==> src/rtl/alu_ctrl_seq.sv <==
// alu_ctrl_seq
// Sequenced ALU control decoder. Turns (aluOP, funct3, funct7) into an ALU
// operation code and hands the result over through a valid/ready handshake.
// Single-cycle ops appear one cycle after accept. MUL* and DIV*/REM* ops hold
// the result back for a configurable latency so that valid_o lines up with a
// multicycle datapath.
//
// Ports
//   clk_i      sole clock, rising edge
//   rst_ni     asynchronous active-low reset
//   valid_i    decode request present
//   ready_o    request accepted when valid_i && ready_o
//   aluOP_i    00 ld/st, 01 branch, 10 R-type, 11 I-type
//   func3_i    instruction funct3
//   func7_i    instruction funct7 (imm[11:5] for I-type)
//   valid_o    ALUCtrl_o / illegal_o / multi_o valid
//   ready_i    consumer takes the result when valid_o && ready_i
//   ALUCtrl_o  ALU operation code, zero-extended to CTRL_W
//   multi_o    current op is multicycle (MUL*/DIV*/REM*)
//   busy_o     multicycle latency count in progress
//   illegal_o  unsupported encoding, qualified by valid_o
module alu_ctrl_seq #(
    parameter int CTRL_W  = 5,
    parameter int EN_M    = 1,
    parameter int MUL_LAT = 2,
    parameter int DIV_LAT = 32
) (
    input  logic              clk_i,
    input  logic              rst_ni,
    input  logic              valid_i,
    output logic              ready_o,
    input  logic [1:0]        aluOP_i,
    input  logic [2:0]        func3_i,
    input  logic [6:0]        func7_i,
    output logic              valid_o,
    input  logic              ready_i,
    output logic [CTRL_W-1:0] ALUCtrl_o,
    output logic              multi_o,
    output logic              busy_o,
    output logic              illegal_o
);

    localparam int MAX_LAT = (MUL_LAT > DIV_LAT) ? MUL_LAT : DIV_LAT;
    localparam int CNT_W   = $clog2(MAX_LAT) + 1;

    localparam logic [CNT_W-1:0] MUL_LOAD = CNT_W'(MUL_LAT - 1);
    localparam logic [CNT_W-1:0] DIV_LOAD = CNT_W'(DIV_LAT - 1);
    localparam logic [CNT_W-1:0] CNT_ONE  = CNT_W'(1);

    localparam logic [4:0] OP_AND  = 5'h00;
    localparam logic [4:0] OP_OR   = 5'h01;
    localparam logic [4:0] OP_ADD  = 5'h02;
    localparam logic [4:0] OP_XOR  = 5'h03;
    localparam logic [4:0] OP_SUB  = 5'h06;
    localparam logic [4:0] OP_SLT  = 5'h07;
    localparam logic [4:0] OP_SLTU = 5'h08;
    localparam logic [4:0] OP_SLL  = 5'h09;
    localparam logic [4:0] OP_SRL  = 5'h0A;
    localparam logic [4:0] OP_SRA  = 5'h0B;

    localparam logic [6:0] F7_BASE   = 7'b0000000;
    localparam logic [6:0] F7_ALT    = 7'b0100000;
    localparam logic [6:0] F7_MULDIV = 7'b0000001;

    typedef enum logic [1:0] {
        IDLE,
        MC,
        OUT
    } state_t;

    state_t           state;
    logic [CNT_W-1:0] cnt;
    logic [4:0]       base_code;
    logic [4:0]       dec_code;
    logic             dec_illegal;
    logic             dec_mul;
    logic             dec_div;
    logic [CNT_W-1:0] lat_load;
    logic             accept;

    // Plain integer ops selected by funct3, shared by R-type (funct7=0) and I-type.
    always_comb begin
        base_code = OP_ADD;
        case (func3_i)
            3'b000: base_code = OP_ADD;
            3'b001: base_code = OP_SLL;
            3'b010: base_code = OP_SLT;
            3'b011: base_code = OP_SLTU;
            3'b100: base_code = OP_XOR;
            3'b101: base_code = OP_SRL;
            3'b110: base_code = OP_OR;
            3'b111: base_code = OP_AND;
            default: base_code = OP_ADD;
        endcase
    end

    // Full decode. Illegal encodings fall back to the ADD code with the illegal
    // flag set; they never count as multicycle. The M-extension codes are
    // 0x10 + funct3, so funct3[2] separates MUL* from DIV*/REM*.
    always_comb begin
        dec_code    = OP_ADD;
        dec_illegal = 1'b0;
        dec_mul     = 1'b0;
        dec_div     = 1'b0;
        case (aluOP_i)
            2'b00: dec_code = OP_ADD;
            2'b01: dec_code = OP_SUB;
            2'b10: begin
                if (func7_i == F7_BASE) begin
                    dec_code = base_code;
                end else if (func7_i == F7_ALT && func3_i == 3'b000) begin
                    dec_code = OP_SUB;
                end else if (func7_i == F7_ALT && func3_i == 3'b101) begin
                    dec_code = OP_SRA;
                end else if (func7_i == F7_MULDIV && EN_M != 0) begin
                    dec_code = {2'b10, func3_i};
                    dec_mul  = ~func3_i[2];
                    dec_div  = func3_i[2];
                end else begin
                    dec_illegal = 1'b1;
                end
            end
            default: begin
                // I-type: funct7 is immediate bits except for the shift encodings.
                if (func3_i == 3'b001 && func7_i != F7_BASE) begin
                    dec_illegal = 1'b1;
                end else if (func3_i == 3'b101) begin
                    if (func7_i == F7_BASE) begin
                        dec_code = OP_SRL;
                    end else if (func7_i == F7_ALT) begin
                        dec_code = OP_SRA;
                    end else begin
                        dec_illegal = 1'b1;
                    end
                end else begin
                    dec_code = base_code;
                end
            end
        endcase
    end

    // Remaining cycles to wait after accept; zero means the result goes
    // straight to OUT.
    always_comb begin
        lat_load = '0;
        if (dec_mul) begin
            lat_load = MUL_LOAD;
        end else if (dec_div) begin
            lat_load = DIV_LOAD;
        end
    end

    // In OUT a new request may be taken in the same cycle the old result leaves.
    assign ready_o = (state == IDLE) || (state == OUT && ready_i);
    assign accept  = valid_i && ready_o;

    // Sequencer. Outputs are registered alongside the state so they only change
    // on accept, on the MC->OUT transition or when the result is consumed.
    always_ff @(posedge clk_i or negedge rst_ni) begin
        if (!rst_ni) begin
            state     <= IDLE;
            cnt       <= '0;
            valid_o   <= 1'b0;
            ALUCtrl_o <= '0;
            multi_o   <= 1'b0;
            busy_o    <= 1'b0;
            illegal_o <= 1'b0;
        end else if (accept) begin
            ALUCtrl_o <= CTRL_W'(dec_code);
            multi_o   <= dec_mul | dec_div;
            illegal_o <= dec_illegal;
            cnt       <= lat_load;
            if (lat_load != '0) begin
                state   <= MC;
                busy_o  <= 1'b1;
                valid_o <= 1'b0;
            end else begin
                state   <= OUT;
                busy_o  <= 1'b0;
                valid_o <= 1'b1;
            end
        end else begin
            case (state)
                MC: begin
                    if (cnt == CNT_ONE) begin
                        state   <= OUT;
                        cnt     <= '0;
                        busy_o  <= 1'b0;
                        valid_o <= 1'b1;
                    end else begin
                        cnt <= cnt - CNT_ONE;
                    end
                end
                OUT: begin
                    if (ready_i) begin
                        state   <= IDLE;
                        valid_o <= 1'b0;
                    end
                end
                default: ;
            endcase
        end
    end

endmodule

==> config.mk <==
export PLATFORM = sky130hd
export DESIGN_NAME = alu_ctrl_seq
export DESIGN_NICKNAME = d
export VERILOG_FILES = /design/src/rtl/alu_ctrl_seq.sv
export SDC_FILE = /design/constraint.sdc
export NUM_CORES = 1
export LEC_CHECK = 0
export BUFFER_PORTS_ARGS = -buffer_cell sky130_fd_sc_hd__buf_2
export CORE_MARGIN = 2
export CORE_UTILIZATION = 48
export DETAILED_ROUTE_END_ITERATION = 12
export GPL_TIMING_DRIVEN = 0
export PLACE_DENSITY = 0.72
export SLEW_MARGIN = 25
export SYNTH_ARGS = -nofsm -noshare
export SYNTH_HDL_FRONTEND = slang
export SYNTH_SLANG_ARGS = --single-unit
==> constraint.sdc <==
create_clock -name clk_i -period 1.4 [get_ports clk_i]
set_input_delay 0.07 -clock clk_i [delete_from_list [all_inputs] [get_ports clk_i]]
set_output_delay 0.07 -clock clk_i [all_outputs]
set_load 0.02 [all_outputs]
# Word level (Yosys, flattened, before mapping)
# Memory sizes are Yosys's and may differ from the RTL's.
# Index checks and enable logic that the tools add are counted.
# word_totals
reg_bits,17
mem_bits_ro,32
in_bits,16
output_inout_bits,10
wordCells,87
n_memories,1
# mem_list
name,words,width,rd,rd_clocked_by_memory_dff,wr,line,text
(no name shown),8,4,1,0,0,84,case (func3_i)
# op_classes
n_addsub,1
eq_ne,11
n_mux,47
bitwise,2
reduce_logical,18
# op_table
operator,n
$mux 5,8
$mux 1,26
$mux 6,3
$pmux 5 s3,1
$mux 2,4
$mux 4,2
$eq 7x1->1 const B,1
$eq 7x6->1 const B,1
$logic_not 7->1,1
$reduce_bool 7->1,1
$eq 6x1->1 const B,1
$ne 3x3->1 const B,2
$reduce_bool 6->1,1
$sub 6x1->6 const B,1
$logic_and 1x1->1,5
$eq 2x1->1 const B,2
$eq 2x2->1 const B,2
$logic_not 2->1,2
$pmux 1 s2,2
$pmux 2 s2,1
$reduce_bool 2->1,2
$eq 3x1->1 const B,1
$eq 3x3->1 const B,1
$logic_not 3->1,1
other kinds (7),7

# Depth between registers and ports, before layout
# depth
depth_word,11
depth_mapped,7
ltp_nobuf,7

# Worst setup path after synthesis
# Ideal clock, no wire load.
# synth_path
path_type,flip-flop to flip-flop
from,"register, netlist name valid_o"
to,register cnt[3]
setup_ns,0.066
arrival_ns,1.346
required_time_ns,1.334
setup_slack_ns,-0.013
stages_incl_launch_ff,6
path_buffers,0
synth_period_minus_slack_ns,1.413
cell_sequence,dfrtp_1 > inv_1 > o211ai_1 > nand2_1 > o21ai_0 > a22o_1
# synth_rtl
element,line,text
to (signal assigned),172,cnt <= lat_load;
to (signal assigned),191,cnt <= cnt - CNT_ONE;
to (decl),72,logic [CNT_W-1:0] cnt;

# Final worst setup path
# layout_path
from,register cnt[1]
to,register cnt[0]
# layout_via
elab_chain_cells,4
# layout_lines
element,line,text
$eq 6x1->1,185,if (cnt == CNT_ONE) begin
$mux 6,185,
$mux 6,183,case (state)
$mux 6,168,end else if (accept) begin
# Every way passes these cells. The select of a mux whose other input is x is not followed.
# A chain may end at the register's enable or synchronous reset.

==> results by group <==
Synth
  • Area share of fa/ha/maj cells after synthesis: 5.46%
  • Largest family of logic cells by synthesized area: simple AND/OR/NAND/NOR gates
  • Seq cells post-synth: 16
  • Post-synth EDFFs: 0
  • Post-Syn Nets: 165
  • Largest cells by area after synthesis: dfrtp_1 (35%), nand2_1 (8.2%), ha_1 (5.5%)
  • Top cell type's share of synthesized area: 35.0%
  • Fraction of synthesized area in multiplexers: 0.874%
  • Avg Inst Size Synth: a little under 8 sq um
  • Xor-xnor portion of the synthesized cell area: 0%
  • Yosys warning count: 0
  • Cells after synthesis: 144
  • Synth Area in Compound Gates: 25.2%
  • Post-Synth Simple-Gate Area: 28.0%
  • Asr flop ratio synth: 100%
  • Yosys cell types: 38
  • Top FF cell, synth: dfrtp_1
  • Largest area contributor in the netlist: dfrtp_1
  • Seq/Total Area, Yosys: 35.0%
  • Mapped cell area: roughly 1100 sq um

Placed design
  • DP Cell Count: 196
  • DP HPWL: between 2 and 2.5 mm
  • IO buf count: 24
  • Pre-CTS setup slack: -0.165 ns
  • Routability cong.: 0.922

Worst setup path
  • CP max stage delay: 0.41 ns
  • Crit-path max FO: 5
  • Arrival time worst endpoint: 1.57 ns
  • Delay-heaviest family, CP: flip-flops
  • CP cell instances: inv_2 -> ha_4 -> nor2b_4 -> nand2_2 -> nand2_4 -> nor2_2 -> a211o_1
  • CP endpoint kind: flop
  • Buf/Inv on CP: 1
  • Critical R2R Launch: cnt[1]
  • CP Launch Type: flop
  • Critical path data required time: 1.59 ns
  • Cells on worst reg2reg path: 7
  • Crit Reg-Reg Endpoint: cnt[0]
  • R2R Setup Slk: about 0.018 ns
  • CP max-delay cell: dfrtp_1
  • WS Path Type: reg2reg

Detailed routing
  • Starting DRC count in detailed routing: slightly above 60
  • DRC Markers: 0
  • Total number of vias: approximately 1300
  • Post-DR vias/cell: 6.06
  • Drt wl/cell: 14.9 um
  • Total wire length: ~3.1 mm
  • Antenna Nets Post-Route: 0
  • Drt first pass iters: 4

Cells and area
  • Most common cell after layout, fill and taps aside: buf_2
  • NumNets Final: slightly above 200
  • Number of diodes: 0
  • Most frequent cells in the layout: buf_2 (24), nand2_1 (23), dfrtp_1 (16), nor2_1 (12), buf_4 (10)
  • Post-route insts no fill: 210
  • Syn-to-layout area delta: 29.5%
  • Fraction of layout cells with a size suffix above 1: 30.2%
  • Final core utilization: between 60% and 70%

Floorplanning
  • Die height: approximately 53 um
  • Std-Cell Rows: 17
  • Die Area: between 2000 and 3000 sq um
  • Die width: 52.8 um
  • Core ar.: around 2200 sq um
  • # IOs: 26
  • Initial Utilization: 51.3%

Timing
  • Setup violators final: 0
  • Final Hold Vio Count: 0
  • Worst-margin pin slew: 0.409 ns
  • Fin. max-slew vios: 0
  • Setup_tns: 0 ns
  • Unrepaired setup endpoints after global routing: true
  • Final Skew: 0.00118 ns
  • Fin crit share: ~99%
  • Post-layout min period: 1.38 ns
  • Fmax: a little over 700 MHz
  • Max-slew headroom: between 70% and 80%
  • Slack of the critical path: 0.0181 ns

Pwr
  • P_leak: 0.741 nW
  • Pwr Density: 898 nW/um^2
  • Sw Ratio: 34.9%
  • Flop pwr share: between 40% and 50%
  • Power consumption: 0.00133 W
  • Clock network fraction of design power: 23.7%
  • Int Pwr: around 0.00087 W
  • Comb pwr share: approximately 32%
  • Switching Power: 0.000464 W
  • Peak VDD IR: 0.928 mV

Clock network
  • CTS H-tree lvls: 1
  • Inserted Clock Buffers: 3
  • # clock sinks: 16
  • CTS tree: yes
  • Clock latency on the worst-skew pair: 0.30 ns
  • Clk pin slew, worst setup/hold paths: 0.10 ns
  • Clock Tree Buf Depth: 2
  • CTS root buf: clkbuf_4

Worst hold path
  • Hold path depth: 3
  • WHS Endpoint: valid_o
  • HP Class: in2reg
  • Hold_sp: valid_i

Global route
  • Global-route usage over all layers: 23.5%
  • Total grt overflow: 0
  • Global-route wire length before repair: between 4 and 5 mm
  • Antenna violations before repair: 0
  • Largest net degree at the start of global routing: 17
  • Vias in the first global route: 1091

Run
  • Max cap viols: 0

Outcome
  • Outcome: completed
worst max path at each step:
stage                           from  endpoint  cells past startpoint  slack (ns)
final                         cnt[1]    cnt[0]                      7        0.02
after global routing          cnt[1]    cnt[3]                      7       -0.03
after CTS                     cnt[1]    cnt[0]                      7       0.003
after detailed placement      cnt[1]    cnt[0]                      7       -0.16
after global placement    func7_i[4]    cnt[4]                      7       -0.14
after floorplan              valid_o    cnt[3]                      5       0.002
per-stage QoR:
stage	area [sq um]	hold WS, ns
finish	1480	0.0418
global route	1480	0.0432
floorplan	1140	-0.226
global placement	1300	-0.00445
CTS	1420	0.0314
detailed placement	1300	0.00727
cell families after synthesis:
| family | Yosys count |
|---|---|
| compound gates | 43 |
| mux | 1 |
| flops | 16 |
| fa+ha+maj | 5 |
| simple gates | 65 |
| buf+inv | 14 |
routing by layer:
layer | wire, um | track usage, % | up-vias | part of all wire [%]
met5 | 0 | 0 | - | 0
met4 | 48 | 5.98 | 0 | 1.5
met3 | 388 | 6.57 | 11 | 12
met2 | 1430 | 36.5 | 86 | 46
met1 | 1250 | 31.9 | 578 | 40
li1 | - | - | 597 | -
synth_stat cells, drive strengths merged (2+ instances only):
master	instances
a211oi	2
a21o	3
a21oi	6
a22o	3
a31oi	4
and3	2
clkbuf	2
dfrtp	16
ha	5
inv	10
nand2	25
nand2b	3
nand3	3
nor2	14
nor2b	3
nor3	8
o211a	2
o211ai	3
o21ai	12
power groups by stage:
stage / Sequential (W) / Clock [W] / Combinational, W
6_report: 0.000588 / 0.000316 / 0.000427
3_5_place_dp: 0.000572 / 0 / 0.000352
4_1_cts: 0.000572 / 0.000320 / 0.000381
2_1_floorplan: 0.000584 / 0 / 0.000220
3_3_place_gp: 0.000572 / 0 / 0.000335
5_1_grt: 0.000595 / 0.000341 / 0.000471
worst reg2reg max path, delay by kind of cell (launching register included):
kind,cells,cell delay [ns]
AO/OA/AOI/OAI,1,0.25
adder cells (fa/ha/maj),1,0.14
buffers and inverters,1,0.09
flip-flops,1,0.41
AND/OR/NAND/NOR,4,0.39
what timing repair did:
| item | in CTS | in global routing |
|---|---|---|
| pin swaps | 3 | 6 |
| setup buffers | 6 | 3 |
| hold buffers | 1 | 0 |
| resized for setup | 8 | 12 |
| setup endpoints to repair | 5 | 5 |
| endpoints found under the hold margin | 16 | 0 |
final cells by class:
| type | instances | area [sq um] |
|---|---|---|
| timing repair buffer | 34 | 198 |
| fill | 201 | 751 |
| clock buffer | 4 | 36.3 |
| sequential | 16 | 400 |
| buffer | 4 | 25.0 |
| tap | 28 | 35.0 |
| multi-input combinational | 114 | 751 |
| inverter | 10 | 37.5 |
flip-flops by register name, summed over array words and instances (netlist names):
register and cells:
cnt 6, ALUCtrl_o 5, busy_o 1, illegal_o 1, multi_o 1, state 1
valid_o 1
(Power assumes the default switching activity.)
